**src/rtl/deint_pkg.sv**
```systemverilog
// Shared defaults, widths and the bank-state encoding for the block deinterleaver.
package deint_pkg;

  localparam int ROWS_DEF   = 8;
  localparam int COLS_DEF   = 8;
  localparam int DATA_W_DEF = 8;
  localparam int N_DEF      = ROWS_DEF * COLS_DEF;
  localparam int ADDR_W     = $clog2(N_DEF);
  localparam int ROW_W      = $clog2(ROWS_DEF);
  localparam int COL_W      = $clog2(COLS_DEF);

  typedef enum logic [1:0] {
    EMPTY    = 2'd0,
    FILLING  = 2'd1,
    FULL     = 2'd2,
    DRAINING = 2'd3
  } bank_state_t;

endpackage

```
**src/rtl/deint_bank_ram.sv**
```systemverilog
// One frame bank: simple dual-port RAM, one write port and one registered read port.
// rd_data holds its value while rd_en is low, so it doubles as a pipeline stage.
module deint_bank_ram #(
  parameter int DEPTH  = 64,
  parameter int AW     = 6,
  parameter int DATA_W = 8
) (
  input  logic              clk,
  input  logic              wr_en,
  input  logic [AW-1:0]     wr_addr,
  input  logic [DATA_W-1:0] wr_data,
  input  logic              rd_en,
  input  logic [AW-1:0]     rd_addr,
  output logic [DATA_W-1:0] rd_data
);

  logic [DATA_W-1:0] mem [DEPTH];

  // Write port and synchronous read port; contents are not reset.
  always_ff @(posedge clk) begin
    if (wr_en) mem[wr_addr] <= wr_data;
    if (rd_en) rd_data <= mem[rd_addr];
  end

endmodule

```
**src/rtl/deinterleaver_block.sv**
```systemverilog
// Block deinterleaver: writes symbols column-major into a frame bank and reads
// them back row-major. Optional macro DEINT_PINGPONG_EN selects two banks
// (write one frame while draining the other); otherwise a single bank is used.
module deinterleaver_block
  import deint_pkg::*;
#(
  parameter int ROWS   = ROWS_DEF,
  parameter int COLS   = COLS_DEF,
  parameter int DATA_W = DATA_W_DEF
) (
  input  logic              clk,
  input  logic              rst_n,
  input  logic              in_valid,
  output logic              in_ready,
  input  logic              in_sof,
  input  logic [DATA_W-1:0] in_data,
  output logic              out_valid,
  input  logic              out_ready,
  output logic              out_sof,
  output logic              out_eof,
  output logic [DATA_W-1:0] out_data,
  output logic              err_sync
);

  localparam int N  = ROWS * COLS;
  localparam int AW = $clog2(N);
  localparam int RW = $clog2(ROWS);
  localparam int CW = $clog2(COLS);
`ifdef DEINT_PINGPONG_EN
  localparam int NB = 2;
`else
  localparam int NB = 1;
`endif
  localparam logic [RW-1:0] ROW_LAST  = RW'(ROWS - 1);
  localparam logic [CW-1:0] COL_LAST  = CW'(COLS - 1);
  localparam logic [AW-1:0] ADDR_LAST = AW'(N - 1);

  bank_state_t       bank_state [NB];
  bank_state_t       wr_state, rd_state;
  logic [DATA_W-1:0] ram_rdata [NB];
  logic [DATA_W-1:0] s1_data;

  logic          wr_bank, rd_bank;
  logic [RW-1:0] wr_row;
  logic [CW-1:0] wr_col;
  logic [AW-1:0] wr_addr, rd_addr;
  logic          wr_fire, wr_sync_err, wr_last;
  logic          rd_can, rd_issue, out_adv, out_eof_fire;
  logic          s1_valid, s1_bank, s1_sof, s1_eof;
  logic          out_bank;

  // Pick the state/data of the bank each pointer currently addresses.
  always_comb begin
    wr_state = EMPTY;
    rd_state = EMPTY;
    s1_data  = '0;
    for (int b = 0; b < NB; b++) begin
      if (wr_bank == 1'(b)) wr_state = bank_state[b];
      if (rd_bank == 1'(b)) rd_state = bank_state[b];
      if (s1_bank == 1'(b)) s1_data = ram_rdata[b];
    end
  end

  // Handshake qualifiers; a resync symbol is always written as index 0.
  always_comb begin
    in_ready     = (wr_state == EMPTY) || (wr_state == FILLING);
    wr_fire      = in_valid && in_ready;
    wr_sync_err  = wr_fire && in_sof && ((wr_row != '0) || (wr_col != '0));
    wr_last      = wr_fire && !wr_sync_err && (wr_row == ROW_LAST) && (wr_col == COL_LAST);
    wr_addr      = wr_sync_err ? '0 : (AW'(wr_row) * AW'(COLS) + AW'(wr_col));
    out_adv      = !out_valid || out_ready;
    rd_can       = (rd_state == FULL) || ((rd_state == DRAINING) && (rd_addr != '0));
    rd_issue     = rd_can && (!s1_valid || out_adv);
    out_eof_fire = out_valid && out_ready && out_eof;
  end

  // Write-side row/column counters, bank pointer and sync-error pulse.
  always_ff @(posedge clk or negedge rst_n) begin
    if (!rst_n) begin
      wr_row   <= '0;
      wr_col   <= '0;
      wr_bank  <= 1'b0;
      err_sync <= 1'b0;
    end else begin
      err_sync <= wr_sync_err;
      if (wr_fire) begin
        if (wr_sync_err) begin
          wr_row <= RW'(1);
          wr_col <= '0;
        end else if (wr_row == ROW_LAST) begin
          wr_row <= '0;
          wr_col <= (wr_col == COL_LAST) ? '0 : wr_col + CW'(1);
        end else begin
          wr_row <= wr_row + RW'(1);
        end
      end
      if (wr_last) wr_bank <= (NB == 2) ? ~wr_bank : 1'b0;
    end
  end

  // Bank lifecycle; write events and read events never target the same bank at once.
  always_ff @(posedge clk or negedge rst_n) begin
    if (!rst_n) begin
      for (int b = 0; b < NB; b++) bank_state[b] <= EMPTY;
    end else begin
      for (int b = 0; b < NB; b++) begin
        if (wr_fire && (wr_bank == 1'(b)))
          bank_state[b] <= wr_last ? FULL : FILLING;
        else if (rd_issue && (rd_bank == 1'(b)) && (rd_addr == '0))
          bank_state[b] <= DRAINING;
        else if (out_eof_fire && (out_bank == 1'(b)))
          bank_state[b] <= EMPTY;
      end
    end
  end

  // Read address sequencer and RAM-output stage tracking.
  always_ff @(posedge clk or negedge rst_n) begin
    if (!rst_n) begin
      rd_addr  <= '0;
      rd_bank  <= 1'b0;
      s1_valid <= 1'b0;
      s1_bank  <= 1'b0;
      s1_sof   <= 1'b0;
      s1_eof   <= 1'b0;
    end else if (rd_issue) begin
      s1_valid <= 1'b1;
      s1_bank  <= rd_bank;
      s1_sof   <= (rd_addr == '0);
      s1_eof   <= (rd_addr == ADDR_LAST);
      if (rd_addr == ADDR_LAST) begin
        rd_addr <= '0;
        rd_bank <= (NB == 2) ? ~rd_bank : 1'b0;
      end else begin
        rd_addr <= rd_addr + AW'(1);
      end
    end else if (out_adv) begin
      s1_valid <= 1'b0;
    end
  end

  // Output register; holds while the consumer stalls.
  always_ff @(posedge clk or negedge rst_n) begin
    if (!rst_n) begin
      out_valid <= 1'b0;
      out_sof   <= 1'b0;
      out_eof   <= 1'b0;
      out_data  <= '0;
      out_bank  <= 1'b0;
    end else if (out_adv) begin
      out_valid <= s1_valid;
      out_sof   <= s1_valid && s1_sof;
      out_eof   <= s1_valid && s1_eof;
      if (s1_valid) begin
        out_data <= s1_data;
        out_bank <= s1_bank;
      end
    end
  end

  for (genvar b = 0; b < NB; b++) begin : g_bank
    deint_bank_ram #(
      .DEPTH  (N),
      .AW     (AW),
      .DATA_W (DATA_W)
    ) u_ram (
      .clk     (clk),
      .wr_en   (wr_fire && (wr_bank == 1'(b))),
      .wr_addr (wr_addr),
      .wr_data (in_data),
      .rd_en   (rd_issue && (rd_bank == 1'(b))),
      .rd_addr (rd_addr),
      .rd_data (ram_rdata[b])
    );
  end

endmodule
```
**config.mk**
```make
export PLATFORM = sky130hd
export DESIGN_NAME = deinterleaver_block
export DESIGN_NICKNAME = d
export VERILOG_FILES = /design/src/rtl/deint_pkg.sv /design/src/rtl/deint_bank_ram.sv /design/src/rtl/deinterleaver_block.sv
export SDC_FILE = /design/constraint.sdc
export NUM_CORES = 1
export LEC_CHECK = 0
export BUFFER_PORTS_ARGS = -buffer_cell sky130_fd_sc_hd__buf_2
export CORE_MARGIN = 5
export CORE_UTILIZATION = 35
export CTS_BUF_LIST = sky130_fd_sc_hd__clkbuf_4 sky130_fd_sc_hd__clkbuf_8
export DETAILED_ROUTE_END_ITERATION = 16
export GPL_ROUTABILITY_DRIVEN = 0
export GPL_TIMING_DRIVEN = 0
export PLACE_DENSITY = 0.59
export SYNTH_ARGS = -nofsm -noshare
export SYNTH_HDL_FRONTEND = slang
export SYNTH_HIERARCHICAL = 1
export SYNTH_SLANG_ARGS = --single-unit
```
**constraint.sdc**
```tcl
create_clock -name clk -period 2.9 [get_ports clk]
set_input_delay 0.435 -clock clk [delete_from_list [all_inputs] [get_ports clk]]
set_output_delay 0.435 -clock clk [all_outputs]
set_load 0.05 [all_outputs]
```
Yosys cells after proc, flatten, opt, wreduce, memory -nomap -nowiden
Memories as Yosys holds them, arrays and structs flattened. A register that Yosys moved wholly into a read port is not among the register bits.
Index checks and enable logic that the tools add are counted.
{ "word_totals": {"reg_bits": 29, "ramBits": 512, "inputBits": 13, "out_inout_bits": 13, "elab_cells": 69, "memories": 1} }
{ "mem_list": {"columns": ["name", "words", "word_bits", "read_ports", "rd_clocked_by_memory_dff", "write_ports", "line_no", "rtl"], "rows": [
  ["g_bank[0].u_ram.mem", 64, 8, 1, 1, 1, "deint_bank_ram.sv:17", "logic [DATA_W-1:0] mem [DEPTH];"]
]} }
{ "op_classes": {"add_sub_neg": 4, "n_eq_ne": 6, "muxes": 15, "reduce_logical": 31} }
{ "op_table": {"columns": ["cell", "n"], "rows": [
  ["3-bit two-way mux", 5],
  ["1-bit logical AND", 13],
  ["6-bit two-way mux", 2],
  ["3-bit nonzero test", 3],
  ["2-bit two-way mux", 4],
  ["3-bit by 1-bit adder with 3-bit output, second input constant", 2],
  ["6-bit by 1-bit adder with 6-bit output, second input constant", 1],
  ["6-bit by 3-bit adder with 6-bit output", 1],
  ["3-bit == test, second input constant", 2],
  ["6-bit == test, second input constant", 1],
  ["6-bit zero test", 1],
  ["6-bit nonzero test", 1],
  ["1-bit logical OR", 5],
  ["2-bit == test, second input constant", 2],
  ["1-bit two-way mux", 4],
  ["2-bit AND reduction", 2],
  ["2-bit nonzero test", 2],
  ["1-bit zero test", 3],
  ["2-bit by 1-bit == test with 1-bit output, second input constant", 1],
  ["2-bit zero test", 1]
]} }

Longest topological paths before layout
{ "depth": {"ltp_word": 11, "depth_mapped": 10, "mapped_depth_nobuf": 9} }

By module
The synthesis kept the hierarchy.
{ "modules_own_cells": {"columns": ["mod", "n_inst", "cells_per_inst", "area_per_inst_um2"], "rows": [
  ["deint_bank_ram", 1, 940, 20246.9],
  ["deinterleaver_block", 1, 130, 1386.3]
]} }

Least setup slack after synthesis
Ideal clock, no wire load.
{ "synth_path": {"path_type": "register to register", "start": "register bank_state[1] (netlist name)", "end": "memory g_bank[0].u_ram.mem[48][0], enable pin", "setup_time_ps": 383, "t_arrival_ps": 2384, "required_time_ps": 2517, "path_slack_ps": 133, "path_stages_with_launch": 9, "path_buffers": 3, "period_less_slack_ps": 2767, "path_cell_list": "dfrtp_1 nor2b_1 clkbuf_1 clkbuf_1 a21oi_1 clkbuf_1 nor2b_1 nand4b_1 nor3_1"} }
{ "synth_between": {"elab_chain_len": 6, "word_cells_on_any_way": 9} }
{ "synth_rtl": {"columns": ["element", "line_no", "rtl"], "rows": [
  ["start, declared", "deinterleaver_block.sv:38", "bank_state_t bank_state [NB];"],
  ["start signal, assigned by index", "deinterleaver_block.sv:108", "bank_state[b] <= wr_last ? FULL : FILLING;"],
  ["2-bit by 1-bit == test with 1-bit output / 2-bit zero test (equally long branches)", "deinterleaver_block.sv:66", "in_ready = (wr_state == EMPTY) || (wr_state == FILLING);"],
  ["1-bit logical OR (*)", "deinterleaver_block.sv:66", null],
  ["1-bit logical AND (*)", "deinterleaver_block.sv:67", "wr_fire = in_valid && in_ready;"],
  ["named net wr_fire", "deinterleaver_block.sv:47", "logic wr_fire, wr_sync_err, wr_last;"],
  ["1-bit logical AND (*) (2 in a row)", "deinterleaver_block.sv:68", "wr_sync_err = wr_fire && in_sof && ((wr_row != '0) || (wr_col != '0));"],
  ["6-bit two-way mux (*)", "deinterleaver_block.sv:70", "wr_addr = wr_sync_err ? '0 : (AW'(wr_row) * AW'(COLS) + AW'(wr_col));"],
  ["named net wr_addr[3]", "deinterleaver_block.sv:46", "logic [AW-1:0] wr_addr, rd_addr;"],
  ["end, declared", "deint_bank_ram.sv:17", null]
]} }
The timed path passes the listed nets; every way through them passes the cells marked *.

Worst setup path after layout
{ "layout_path": {"start": "register wr_col[0]", "end": "memory g_bank[0].u_ram.mem[49][3], enable pin"} }
{ "layout_between": {"elab_chain_len": 4, "word_cells_on_any_way": 5} }
{ "layout_rtl": {"columns": ["element", "line_no", "rtl"], "rows": [
  ["start, declared", "deinterleaver_block.sv:45", "logic [CW-1:0] wr_col;"],
  ["start signal, assigned", "deinterleaver_block.sv:92", "wr_col <= (wr_col == COL_LAST) ? '0 : wr_col + CW'(1);"],
  ["branches (longest 3 deep; another with 6-bit by 3-bit adder with 6-bit output)", null, null],
  ["6-bit two-way mux (*)", "deinterleaver_block.sv:70", null],
  ["named net wr_addr[3]", "deinterleaver_block.sv:46", null]
]} }
Mark *: on every way through the listed nets, which the timed path passes.

==> results.toml <==
[logic_synthesis]
synthesis.instances = 1070
postSynth.topFlopCell = "edfxtp_1"
ys_top_cells_by_count = "edfxtp_1 (520), mux4_2 (126), nor2_1 (85), nand2_1 (34), dfrtp_1 (29)"
yosys_register_bits = 549
synthSimpleGateAreaFrac = 0.0412
syn_area_per_cell_um2 = 20.2
library_cell_with_the_largest_summed_area_after_synthesis = "edfxtp_1"
post_synth_edffs = 520
synth_top_family_by_area = "multiplexers"
post_synth_mux_area_share = 0.153
post_synth_main_area_contributors = "edfxtp_1 (72%), mux4_2 (13%), dfrtp_1 (3.4%)"
syn_area_mm2 = 0.0216
seq_area_frac_synth = 0.755
post_synth_num_cell_types = 53
syn_nets = 1091
synth.top_cell.area_share = 0.722
synth_compound_area_frac = 0.0280
adder_and_majority_cell_fraction_of_the_synthesized_area = 0.00463
yosysMostFrequentCell = "edfxtp_1"
yosysWarnings = 6
share_of_synthesized_registers_carrying_an_async_set_or_reset = 0.0528
yosys.area_share.xor_xnor = 0.000810

[global_routing]
grt.total_usage = 0.165
grt_first_pass_wirelength_mm = 80.8
gr-total-overflow = 0
grt_pass1_vias = 11900
pin_count_of_the_biggest_net_entering_global_routing = 65
antenna_found_initial = 2

[placement]
pre_cts_ws_ns = -1.31
count_of_placed_standard_cells_including_taps = 1885
post-dp-hpwl_mm = 33.3
port_buffers = 25

[timing]
drv_slew = 0
fraction_of_the_cycle_the_final_worst_path_needs = 0.985
max_freq_mhz = 350
layout_min_cycle_time_ns = 2.86
finalSetupViolCount = 0
timing_worst_slew_pin_value_ns = 1.33
slew-limit-headroom = 0.111
final.setup.tns_ns = 0
hold_viol_final = 0
rsz_0062_raised_after_global_routing = "yes"
worst_clock_skew_ns = 0.0307
fin_ws_ns = 0.0441
holdWs_ns = 0.141

[worst_hold_path]
worst_hold_path_type = "input pin to flop"
worst_hold_startpoint = "out_ready"
worst_hold_path.endpoint = "out_sof"
holdPathStages = 4

[setup_path]
critPathCaptureType = "flop"
cp_num_buf_inv = 4
required_ns = 3.26
crit-reg2reg-capture = "g_bank[0].u_ram/mem[49][3]"
data_arrival_time_of_the_critical_path_ns = 3.22
critical-path-slowest-cell = "dfrtp_1"
reg2reg_setup_slack_ns = 0.04
critical-path-max-stage-delay_ns = 0.39
critical_path.max_fanout = 8
worstPathCellList = "inv_1 > ha_1 > nand2_1 > o31a_1 > a21oi_1 > clkbuf_2 > nor2b_2 > nand4_1 > buf_4 > nor3_4 > buf_12"
r2r-start = "wr_col[0]"
worstRegToRegCells = 11
crit_family = "buffers and inverters"
critPathLaunchType = "flop"
timing.setup.critical_path_class = "flop to flop"

[finish]
fin_util = 0.431
share_of_layout_cells_above_drive_strength_1 = 0.407
areaGrowthSynthToFinish_pct = 22.6
fin_nets = 1281
final_cells = 2127

[floorplan]
placementRows = 91
chipWidth_um = 259
starting_density_of_the_core = 0.352
die_y_um = 259
die_area_mm2 = 0.0669
ioPinCount = 26
fp.coreArea_mm2 = 0.0615

[power]
clockPowerShare = 0.412
switching_power_of_the_nets_mw = 3.78
share_seq_of_total_power = 0.533
power.ir.vdd_worst_v = 0.000317
p_per_area_mw_per_mm2 = 627
power.internal_mw = 12.8
power.share.switching = 0.228
power.leakage_nw = 8.63
share_comb_of_total_power = 0.055

[outcome]
run_status = "completed"

[routing]
avgViaCountPerCell = 5.34
route.vias.total = 11300
drc_errors = 0
final_antenna_net_count = 0
totalWireLength_mm = 55.1
routed_wirelength_normalized_by_instance_count_um = 25.9
detailedRoute.firstPassIterationCount = 5
first_iter_violations = 976

[cts]
insertion_delay_ns = 0.68
clock_path_buffers = 3
cts.htree.levels = 3
number_of_cts_inserted_buffers = 90
cts.root.buffer_cell = "clkbuf_8"
clock_transition_at_path_regs_ns = 0.06
tritoncts_clock_tree = "yes"
sink_count_of_the_clock_tree = 549

[flow_run]
drv.max_cap_violation_count = 0
flip-flops by register name, indices dropped and copies added, names as in the netlist:
register / cells
s1_sof: 1
out_eof: 1
err_sync: 1
wr_row: 3
s1_valid: 1
out_valid: 1
g_bank.u_ram/mem: 512
wr_col: 3
bank_state: 2
out_sof: 1
out_data: 8
s1_eof: 1
g_bank.u_ram/rd_data: 8
rd_addr: 6
power by group through the flow:
| stage | logic (mW) | registers [mW] | clock network [mW] |
|---|---|---|---|
| global route | 0.958 | 8.87 | 7.39 |
| global placement | 0.561 | 9.02 | 0 |
| finish | 0.909 | 8.86 | 6.86 |
| CTS | 0.879 | 8.87 | 7.01 |
| floorplan | 0.282 | 9.02 | 0 |
| detailed placement | 0.581 | 9.03 | 0 |
stage by stage:
stage          power (mW)  cell area (um2)
2_1_floorplan        9.30            21600
3_3_place_gp         9.58            22700
3_5_place_dp         9.61            22700
4_1_cts              16.8            26200
5_1_grt              17.2            26500
6_report             16.6            26500
layout by cell type (no fill, tap or decap), types with 26 or more instances in the layout:
cell,netlist,layout
mux4_2,126,126
nand2_1,34,29
clkbuf_4,0,34
buf_4,13,39
buf_2,12,31
edfxtp_1,520,520
buf_12,2,47
nor2_4,0,62
dfrtp_1,29,26
clkbuf_8,0,99
logic make-up after synthesis:
logic type / Yosys count
AOI/OAI and AO/OA: 83
xor gates and xnor gates: 2
DFF: 549
and+or+nand+nor: 193
muxes: 170
adders and majority gates: 8
buffers and inverters: 65
routing by layer:
metal  track usage  wire [um]  vias to the layer above  share of wire
met1         0.225      22900                     5977           0.41
li1              -          -                     4815              -
met4        0.0652       1830                        0          0.033
met3        0.0354       4010                       97          0.073
met2         0.262      26400                      460           0.48
met5             0          0                        -              0
area by class of cell:
class | instances | area, um2
plain buffers | 49 | 419
inverters | 11 | 43.8
well taps | 790 | 988
repair buffers | 103 | 1280
clock buffers | 130 | 1590
flip-flops and latches | 549 | 16300
clock inverters | 38 | 254
fillers | 5273 | 35000
multi-input cells | 456 | 5590
diodes | 1 | 2.50
worst reg2reg max path: stages, from the launching register on:
cell      delay, ns
dfrtp_1        0.39
inv_1          0.11
ha_1           0.21
nand2_1        0.09
o31a_1         0.35
a21oi_1        0.12
clkbuf_2       0.29
nor2b_2        0.28
nand4_1        0.15
buf_4          0.23
nor3_4         0.21
buf_12         0.16
what timing repair did:
| action | CTS | global route |
|---|---|---|
| pin swaps | 46 | 11 |
| endpoints found under the hold margin | 29 | 0 |
| gates resized for setup | 192 | 34 |
| setup buffers | 65 | 12 |
| hold buffers | 1 | 0 |
| endpoints found under the setup margin | 520 | 483 |
worst max path at each step:
stage,depth (start not counted),start,to,slack [ns]
2_1_floorplan,8,bank_state[1],g_bank[0].u_ram/mem[48][0],0.13
3_3_place_gp,8,in_valid,g_bank[0].u_ram/mem[48][7],-1.28
3_5_place_dp,8,in_valid,g_bank[0].u_ram/mem[48][3],-1.31
4_1_cts,8,rd_addr[0],g_bank[0].u_ram/rd_data[5],-0.07
5_1_grt,9,wr_col[0],g_bank[0].u_ram/mem[14][0],-0.03
6_report,11,wr_col[0],g_bank[0].u_ram/mem[49][3],0.04
No activity file was read; power rests on OpenSTA's default activity.
